--- src/rtl/sm_seq_driver.sv ---
// sm_seq_driver: drives a/b/c through the WAIT/START/DOIT/DONE handshake and counts completed sequences.
// Define SM_SEQ_DRIVER_TIMEOUT_EN to add the per-step wait counter and the terminal ERR state.
module sm_seq_driver #(
  parameter int TIMEOUT = 15,
  parameter int CNT_W = 8
) (
  input  logic clk,
  input  logic resetn,
  input  logic start,
  input  logic ctrl_1,
  input  logic ctrl_2,
  output logic a,
  output logic b,
  output logic c,
  output logic busy,
  output logic done,
  output logic error,
  output logic [CNT_W-1:0] seq_count
);
  typedef enum logic [2:0] {IDLE, S_A, S_AB, S_ABC, S_B, ERR} state_t;
  state_t state, state_nx;
  logic [1:0] exp_code;
  logic [2:0] abc_nx;
  logic drive, match, busy_nx, done_nx;
  if (TIMEOUT < 2 || TIMEOUT > 255) begin : g_bad_timeout
    $error("TIMEOUT must be in 2..255");
  end
  assign drive = state inside {S_A, S_AB, S_ABC, S_B};
  assign exp_code = state == S_A ? 2'b10 : state == S_AB ? 2'b01 : state == S_ABC ? 2'b11 : 2'b00;
  assign match = drive && {ctrl_1, ctrl_2} == exp_code;
`ifdef SM_SEQ_DRIVER_TIMEOUT_EN
  logic [7:0] wait_cnt;
  logic timeout;
  assign timeout = drive && wait_cnt == 8'(TIMEOUT - 1);
  // The counter restarts whenever the state changes, so it measures time spent in the current step.
  always_ff @(posedge clk or negedge resetn)
    if (!resetn) begin
      wait_cnt <= '0;
      error <= 1'b0;
    end else begin
      wait_cnt <= (drive && state_nx == state) ? wait_cnt + 8'd1 : 8'd0;
      error <= state_nx == ERR;
    end
`else
  logic timeout;
  assign timeout = 1'b0;
  assign error = 1'b0;
`endif
  always_ff @(posedge clk or negedge resetn)
    if (!resetn) begin
      state <= IDLE;
      {a, b, c} <= 3'b000;
      busy <= 1'b0;
      done <= 1'b0;
      seq_count <= '0;
    end else begin
      state <= state_nx;
      {a, b, c} <= abc_nx;
      busy <= busy_nx;
      done <= done_nx;
      seq_count <= seq_count + CNT_W'(done_nx);
    end
  // A match on the timeout edge still advances: match is tested first.
  always_comb begin
    state_nx = state;
    if (state == IDLE && start) state_nx = S_A;
    else if (match) state_nx = state == S_A ? S_AB : state == S_AB ? S_ABC : state == S_ABC ? S_B : IDLE;
    else if (timeout) state_nx = ERR;
  end
  always_comb begin
    abc_nx = state_nx == S_A ? 3'b100 : state_nx == S_AB ? 3'b110 :
             state_nx == S_ABC ? 3'b111 : state_nx == S_B ? 3'b010 : 3'b000;
    busy_nx = state_nx inside {S_A, S_AB, S_ABC, S_B};
    done_nx = state == S_B && match;
  end
endmodule

--- config.mk ---
export PLATFORM = sky130hd
export DESIGN_NAME = sm_seq_driver
export DESIGN_NICKNAME = d
export VERILOG_FILES = /design/src/rtl/sm_seq_driver.sv
export SDC_FILE = /design/constraint.sdc
export NUM_CORES = 1
export LEC_CHECK = 0
export CORE_MARGIN = 5
export CORE_UTILIZATION = 50
export DETAILED_ROUTE_END_ITERATION = 7
export DONT_BUFFER_PORTS = 1
export PLACE_DENSITY = 0.71
export SYNTH_ARGS = -nofsm -noshare
export SYNTH_HDL_FRONTEND = slang
export SYNTH_SLANG_ARGS = --single-unit
--- constraint.sdc ---
create_clock -name clk -period 1.5 [get_ports clk]
set_input_delay 0.3 -clock clk [delete_from_list [all_inputs] [get_ports clk]]
set_output_delay 0.3 -clock clk [all_outputs]
set_load 0.01 [all_outputs]
Yosys cells after proc, flatten, opt, wreduce, memory -nomap -nowiden

Index checks and enable logic that the tools add are counted.
W data, S select, Z words.

Logic and storage cells: 35
Output and inout bits: 14
Bits in registers: 16
Bits of input ports: 5

Equality and inequality tests: 9
$add $sub $neg: 1
Muxes and demuxes: 12
Reductions and logical operators: 6

Operators by type and width:

| operator             | number |
|---|---|
| $mux W3              | 8 |
| $eq A3 B2 Y1 const B | 4 |
| $add A8 B1 Y8        | 1 |
| $mux W2              | 4 |
| $reduce_bool A4 Y1   | 2 |
| $eq A3 B1 Y1 const B | 2 |
| $eq A3 B3 Y1 const B | 2 |
| $logic_and A1 B1 Y1  | 3 |
| $logic_not A3 Y1     | 1 |
| $eq A2 B2 Y1         | 1 |

Logic depth before layout (Yosys ltp)

Gate-level depths: netlist (run 1).

Depth after elaboration: 13
Gate-level depth with buffers: 7
Depth with buffers taken out: 7

Least setup slack after synthesis (run 1)

Ideal clock, no wire load.

Path type: register to register
From: register state[0]
To: register seq_count[6]
Clock period less this slack: 1.516 ns
Data required time: 1.421 ns
Data arrival time: 1.436 ns
Buffers on the path: 0
Slack: -0.016 ns
Setup time: 0.079 ns
Cell stages (with the launch flop): 8
Path through: dfrtp_1 -> nor3_1 -> and3_1 -> ha_1 -> ha_1 -> nand3_1 -> nor2_1 -> xor2_1

Cells in the longest elaborated chain, start to end: 8
Elaborated cells between the ends (all ways): 12
Those cells by class: 1 x add/sub; 5 x eq/ne; 3 x mux; 3 x reduce/logical

RTL lines:

| item                    | RTL line | source |
|---|---|---|
| start, declared         | 21       | `state_t state, state_nx;` |
| start signal, assigned  | 57       | `state <= state_nx;` |
| $eq A3 B2 Y1            | 28, 29   |  |
| $mux W2 (3 in series)   | 29       | `assign exp_code = state == S_A ? 2'b10 : state == S_AB ? 2'b01 : state == S_ABC ? 2'b11 : 2'b00;` |
| $eq A2 B2 Y1            | 30       | `assign match = drive && {ctrl_1, ctrl_2} == exp_code;` |
| $logic_and A1 B1 Y1     | 30       |  |
| $logic_and A1 B1 Y1 (*) | 74       | `done_nx = state == S_B && match;` |
| named net done_nx       | 24       | `logic drive, match, busy_nx, done_nx;` |
| $add A8 B1 Y8 (*)       | 61       | `seq_count <= seq_count + CNT_W'(done_nx);` |
| end signal, assigned    | 61       |  |
| end, declared           | 18       | `output logic [CNT_W-1:0] seq_count` |

Mark *: on every way through the listed nets, which the timed path passes. The rest lies on a longest branch.

Final worst setup path (run 1)

From: register state[0]
To: register b

Cells in the longest elaborated chain, start to end: 13
Elaborated cells between the ends (all ways): 25
Those cells by class: 9 x eq/ne; 12 x mux; 4 x reduce/logical

RTL lines:

| item                  | RTL line   | source |
|---|---|---|
| $eq A3 B2 Y1          | 28, 29, 67 |  |
| $mux W2 (3 in series) | 29         |  |
| $eq A2 B2 Y1          | 30         |  |
| $logic_and A1 B1 Y1   | 30         |  |
| $mux W3               | 67         | `else if (match) state_nx = state == S_A ? S_AB : state == S_AB ? S_ABC : state == S_ABC ? S_B : IDLE;` |
| $mux W3 (*)           | 66         | `if (state == IDLE && start) state_nx = S_A;` |
| $eq A3 B3 Y1          | 72         | `state_nx == S_ABC ? 3'b111 : state_nx == S_B ? 3'b010 : 3'b000;` |
| $mux W2               | 72         |  |
| $mux W3               | 72         |  |
| $mux W3               | 71         | `abc_nx = state_nx == S_A ? 3'b100 : state_nx == S_AB ? 3'b110 :` |
| $mux W3 (*)           | 71         |  |
| named net abc_nx[1]   | 23         | `logic [2:0] abc_nx;` |
| end signal, assigned  | 58         | `{a, b, c} <= abc_nx;` |
| end, declared         | 13         | `output logic b,` |

Marks and branches as above.

==> results of run 1 <==
==> cell families (layout without fill, tap and decap cells) <==
group | Yosys count | count (layout) | share of synthesized area, %
flip-flops | 16 | 16 | 60.26
AND/OR/NAND/NOR | 16 | 16 | 12.81
XOR/XNOR | 7 | 7 | 9.228
AO/OA/AOI/OAI | 5 | 5 | 6.403
multiplexers | 3 | 3 | 4.708
buffers and inverters | 3 | 13 | 2.261
adder cells (fa/ha/maj) | 2 | 2 | 3.766
other | 1 | 1 | 0.5644
==> critical path: stages (launching register included) <==
cell	delay, ps
dfrtp_1	390
buf_4	120
or3b_1	340
a211o_1	310
a21oi_2	190
mux2_1	150
==> repair_timing <==
item	in CTS	in global routing
hold buffers	1	0
gates resized for setup	6	10
setup buffers	2	0
endpoints found under the hold margin	16	0
setup endpoints to repair	8	9
pin swaps	7	4
==> sequential cells by signal, summed over array words and instances (netlist names) <==
signal,count
a,1
b,1
busy,1
c,1
done,1
seq_count,8
state,3
==> power by group through the flow <==
| stage | Clock [mW] | Sequential (mW) | Combinational [mW] |
|---|---|---|---|
| 5_1_grt | 0.306 | 0.736 | 0.411 |
| 3_5_place_dp | 0 | 0.704 | 0.277 |
| 2_1_floorplan | 0 | 0.681 | 0.217 |
| 3_3_place_gp | 0 | 0.701 | 0.271 |
| 6_report | 0.271 | 0.722 | 0.366 |
| 4_1_cts | 0.280 | 0.700 | 0.336 |
==> stage by stage <==
step | instances | setup WS, ps
2_1_floorplan | 53 | -1.018
3_3_place_gp | 71 | -78.12
3_5_place_dp | 71 | -98.00
4_1_cts | 78 | -56.45
5_1_grt | 78 | -122.8
6_report | 78 | -55.17
==> how the worst min path moves through the flow <==
stage,endpoint,slack [ps],cells after the start
floorplan,a,4,0
global placement,seq_count[3],5,0
detailed placement,seq_count[7],5,0
CTS,state[1],170,1
global route,state[1],170,1
finish,state[1],190,1
==> layer usage <==
layer	vias up	wire length, µm
met2	15	683
met1	202	416
met4	0	9
met5	-	0
li1	197	-
met3	2	103
==> cell usage in the layout, fill, tap and decap left out, types with 2 or more instances in the layout <==
| cell | n |
|---|---|
| dfrtp_1 | 16 |
| inv_1 | 2 |
| nand2_1 | 4 |
| nand3_4 | 2 |
| nor2_4 | 2 |
| xor2_1 | 3 |
| clkbuf_4 | 3 |
| xnor2_1 | 3 |
| buf_4 | 5 |
| ha_4 | 2 |
| mux2i_1 | 2 |
==> cell type report <==
type	count	area (µm²)	area share (%)
Inverter	2	7.507	0.8734
Clock buffer	4	36.28	4.221
Sequential cell	16	400.4	46.58
Timing Repair Buffer	7	58.81	6.841
Tap cell	15	18.77	2.183
Multi-Input combinational cell	34	337.8	39.30
==> metrics, run 1 <==
status finished with violations; failing checks setup timing; Clock Pin Slew Worst Setup and Hold Paths 80 ps; Hold Crit Class in -> reg; final core utilization 66.89%; CTS Buf Count 3; post-layout minimum cycle time 1555 ps; root buf cell clkbuf_4; post-synthesis cell type count 23; pin count of the biggest net entering global routing 17; DR WL/cell 15.54 µm; Vias 416; max-cap violations 0; Flop pwr share 53.1%; crit path capture type flop; 1st-iter DRT viols 3; top post-synthesis cells by count 16 x dfrtp_1, 4 x nand2_1, 4 x xnor2_1; Max H-tree Level 1; First-pass DRT Iterations 3; num rows 13; post-synthesis cell count 53; pwr dens 1581 mW/mm²; relative slew slack 53.92%; RSZ-0062 raised after global routing true; worst slew pin tran 688.9 ps; leak pwr 0.4017 nW; Post-synth EDFFs 0; r2r startpoint state[0]; Post-DP Area 708.2 µm²; fin. max-slew vios 0; setup TNS -121.2 ps; Setup crit end b; Die Span Y 46.45 µm; cells on worst reg2reg path 5; Post-DP HPWL 831.1 µm; Seq/Total Area, Yosys 60.26%; synthesized area per cell 12.54 µm²; CP Launch Point state[0]; WL final 1212 µm; Ports 19; CTS tree yes; Worst Setup Start Kind flop; Comb pwr share 26.9%; most frequent cell after synthesis dfrtp_1; Pwr Total 1.359 mW; GRT met2 Usage 23.08%; # diodes 0; Final period util 103.7%; clk sinks 16; nets 71; met3 usage 7.813%; setup slack, reg-to-reg -60 ps; clock latency at the later pin of the worst-skew pair 280 ps; flops & latches, synth 16; Synth top area share 60.26%; worst path required time 1720 ps; CTS Buffer Depth 2; die area 0.002158 mm²; GRT Overall Usage 12.90%; DIE WIDTH 46.45 µm; fin area 859.6 µm²; GR Util met1 11.49%; starting density of the core 51.70%; Final Worst Setup Slack -55.17 ps; hold path startpoint ctrl_2; Vias/cell 5.333; Fin. Hold Viols 0; core area 0.001285 mm²; Filler cells 96; vias in the first global route 407; RePlAce Congestion 0.7853; global route overflow 0; Area contributors post-synth dfrtp_1 60%, xnor2_1 5.3%, xor2_1 4.0%; Setup Viol. Count Final 3; Arr. time, crit path 1770 ps; asr flop ratio synth 100.0%; total internal power 0.8981 mW; Mapped Area 664.4 µm²; f_max 0.6430 GHz; first-pass GRT wire length 1842 µm; area leader, netlist dfrtp_1; Ys Warns 0; port bufs 0; clock power share 20.0%; initial antenna violation count 0; share of cells above drive strength 1 34.92%; residual DRC count 0; VDD IR max 945.0 µV; Setup CP Type reg -> reg; largest fanout on the critical path 3; Syn Nets 60; Most used DFF post-synth dfrtp_1; Psw 0.4611 mW; Post-DRT Antenna Nets 0; switch share 33.92%; area grow syn2layout 29.38%; reg2reg end b; Most Crowded Layer GR met2; hold slack 186.3 ps; clk_skew 4.676 ps
(Power assumes the default switching activity.)
==> run 2: changes to the inputs <==
- CAP_MARGIN: not set -> 20
- CORE_UTILIZATION: 50 -> 40
- CTS_CLUSTER_SIZE: not set -> 30
- DONT_BUFFER_PORTS: 1 -> not set
- PLACE_DENSITY: 0.71 -> 0.75
==> run 2 against run 1 <==
Against the previous run:
- the run still ends with setup timing left
- setup slack improved by 11 ps
- clock skew grew 2.5 ps
- core utilization rose by 4.6 points
- wire length grew 16%
- hold slack improved by 150 ps
- sequential share of layout area is 10 points lower
- sequential power down 12%
- final cell count rose by 37%
- non-clock buffer count rose by 29
- largest cell class unchanged
==> metrics, run 2 (same netlist as run 1, synthesis figures left out) <==
setup slack, reg-to-reg -40 ps (was -60 ps); die area 0.002576 mm² (was 0.002158 mm²); Hold Crit Class in -> async (was in -> reg); fin area 0.001102 mm² (was 859.6 µm²); residual DRC count 0 (unchanged); WP buf/inv 0 (was 1); clock latency at the later pin of the worst-skew pair 280 ps (about the same); RePlAce Congestion 0.7904 (was 0.7853); pwr dens 1442 mW/mm² (was 1581 mW/mm²); Pwr Total 1.590 mW (was 1.359 mW); failing checks setup timing (unchanged); DIE WIDTH 50.76 µm (was 46.45 µm); CTS Buf Count 3 (unchanged); pin count of the biggest net entering global routing 17 (unchanged); clock power share 13.8% (was 20.0%); Final Worst Setup Slack -44.43 ps (was -55.17 ps); Max H-tree Level 1 (unchanged); total internal power 1.081 mW (was 0.8981 mW); f_max 0.6475 GHz (was 0.6430 GHz); most flop-heavy register seq_count (unchanged); Vias/cell 4.925 (was 5.333); global route overflow 0 (unchanged); register area 400.4 µm² (unchanged); max-cap violations 0 (unchanged); Arr. time, crit path 1760 ps (was 1770 ps); crit path capture type flop (unchanged); post-layout minimum cycle time 1544 ps (was 1555 ps); status finished with violations (unchanged); area occupied by multi-input gates 327.8 µm² (was 337.8 µm²); WL final 1407 µm (was 1212 µm); largest fanout on the critical path 4 (was 3); GRT Overall Usage 12.07% (was 12.90%); Setup WS pre-CTS -490.3 ps (was -98.00 ps); starting density of the core 43.10% (was 51.70%); share of cells above drive strength 1 38.46% (was 34.92%); setup TNS -72.84 ps (was -121.2 ps); Post-DP HPWL 962.8 µm (was 831.1 µm); Die Span Y 50.76 µm (was 46.45 µm); Post-Layout Cell Count 107 (was 78); leak pwr 0.6129 nW (was 0.4017 nW); Ports 19 (unchanged); 1st-iter DRT viols 1 (was 3); Fin. Hold Viols 0 (unchanged); clk_skew 7.215 ps (was 4.676 ps); Slowest cell on crit path dfrtp_1 (unchanged); core area 0.001541 mm² (was 0.001285 mm²); root buf cell clkbuf_4 (unchanged); Final period util 103.0% (was 103.7%); most frequent cells in the layout 19 x buf_4, 16 x dfrtp_1, 8 x clkdlybuf4s50_1 (was 16 x dfrtp_1, 5 x buf_4, 4 x nand2_1); Post-DRT Antenna Nets 0 (unchanged); DR WL/cell 13.15 µm (was 15.54 µm); Placed Instances 94 (was 71); switch share 32.03% (was 33.92%); First-pass DRT Iterations 2 (was 3); CTS Buffer Depth 2 (unchanged); CP cell instances or3b_1, a211o_1, a21oi_2, mux2_4 (was buf_4, or3b_1, a211o_1, a21oi_2, mux2_1); vias in the first global route 567 (was 407); Setup CP Type reg -> reg (unchanged); commonest non-fill, non-tap cell in the layout buf_4 (was dfrtp_1); port bufs 17 (was 0); Worst Setup Start Kind flop (unchanged); Slowest Stage Delay on Critical Path 440 ps (was 390 ps); max reg flops 8 (unchanged); Comb pwr share 46.1% (was 26.9%); Psw 0.5093 mW (was 0.4611 mW); initial antenna violation count 0 (unchanged); worst path required time 1720 ps (about the same); Clock Pin Slew Worst Setup and Hold Paths 90 ps (was 80 ps); fin. max-slew vios 0 (unchanged); Post-DP Area 917.1 µm² (was 708.2 µm²); area grow syn2layout 65.91% (was 29.38%); CTS Hold Bufs 0 (was 1); CTS tree yes (unchanged); VDD IR max 1127 µV (was 945.0 µV); Vias 527 (was 416); Largest regs seq_count (8), state (3) (unchanged); Flop pwr share 40.1% (was 53.1%); nets 100 (was 71); Filler cells 121 (was 96); first-pass GRT wire length 2408 µm (was 1842 µm); RSZ-0062 raised after global routing true (unchanged); clk sinks 16 (unchanged); # diodes 0 (unchanged); num rows 14 (was 13); Setup Viol. Count Final 3 (unchanged); Worst path top cell family by delay compound AO/OA/AOI/OAI gates (unchanged)
-- run 2: changes by cell type in the layout (fill, tap and decap cells not counted), moves of 2 or more --
cell | before | now
buf_4 | 5 | 19
nand3_2 | 0 | 2
dlymetal6s2s_1 | 0 | 6
dlygate4sd2_1 | 0 | 3
clkdlybuf4s50_1 | 0 | 8
-- run 2: final cells by class --
type | count | share of cell area (%)
tap | 16 | 1.816
timing repair buffer | 36 | 29.40
clock buffer | 3 | 2.043
multi-input combinational | 34 | 29.74
sequential | 16 | 36.32
inverter | 2 | 0.6810
-- run 2: routing by layer --
layer / global-route usage [%] / share of wire, % / vias up
met5: 0 / 0 / -
met4: 2.979 / 0 / 0
met3: 3.254 / 6.7 / 0
met2: 22.73 / 54 / 12
met1: 13.05 / 40 / 256
li1: - / - / 259
-- run 2: metrics by stage --
| step | util [%] | hold WS (ps) |
|---|---|---|
| floorplan | - | 4.409 |
| global placement | 59.50 | 465.6 |
| detailed placement | 59.50 | 469.8 |
| CTS | 67.13 | 343.6 |
| global route | 71.51 | 365.5 |
| finish | 71.51 | 335.3 |
-- run 2: worst paths after layout --
check                           cells after the start            to          from
worst max-delay path                                4             b      state[1]
worst min-delay path                                2  seq_count[5]        resetn
worst max register to register                      4             b      state[1]
worst min register to register                      1  seq_count[7]  seq_count[7]
max in group asynchronous                           2      state[0]        resetn
min in group clk                                    1  seq_count[7]  seq_count[7]
-- run 2: power by group through the flow --
stage          clock network, mW  logic [mW]  registers (mW)
4_1_cts                    0.225       0.688           0.627
6_report                   0.220       0.733           0.637
3_5_place_dp                   0       0.572           0.650
5_1_grt                    0.248       0.800           0.651
3_3_place_gp                   0       0.562           0.647
2_1_floorplan                  0       0.217           0.681
-- run 2: timing repair --
item	4_1_cts	5_1_grt
buffers inserted	8	2
pin swaps	10	5
resized for setup	11	12
cloned	0	0
endpoints found under the setup margin	15	16
endpoints found under the hold margin	0	0
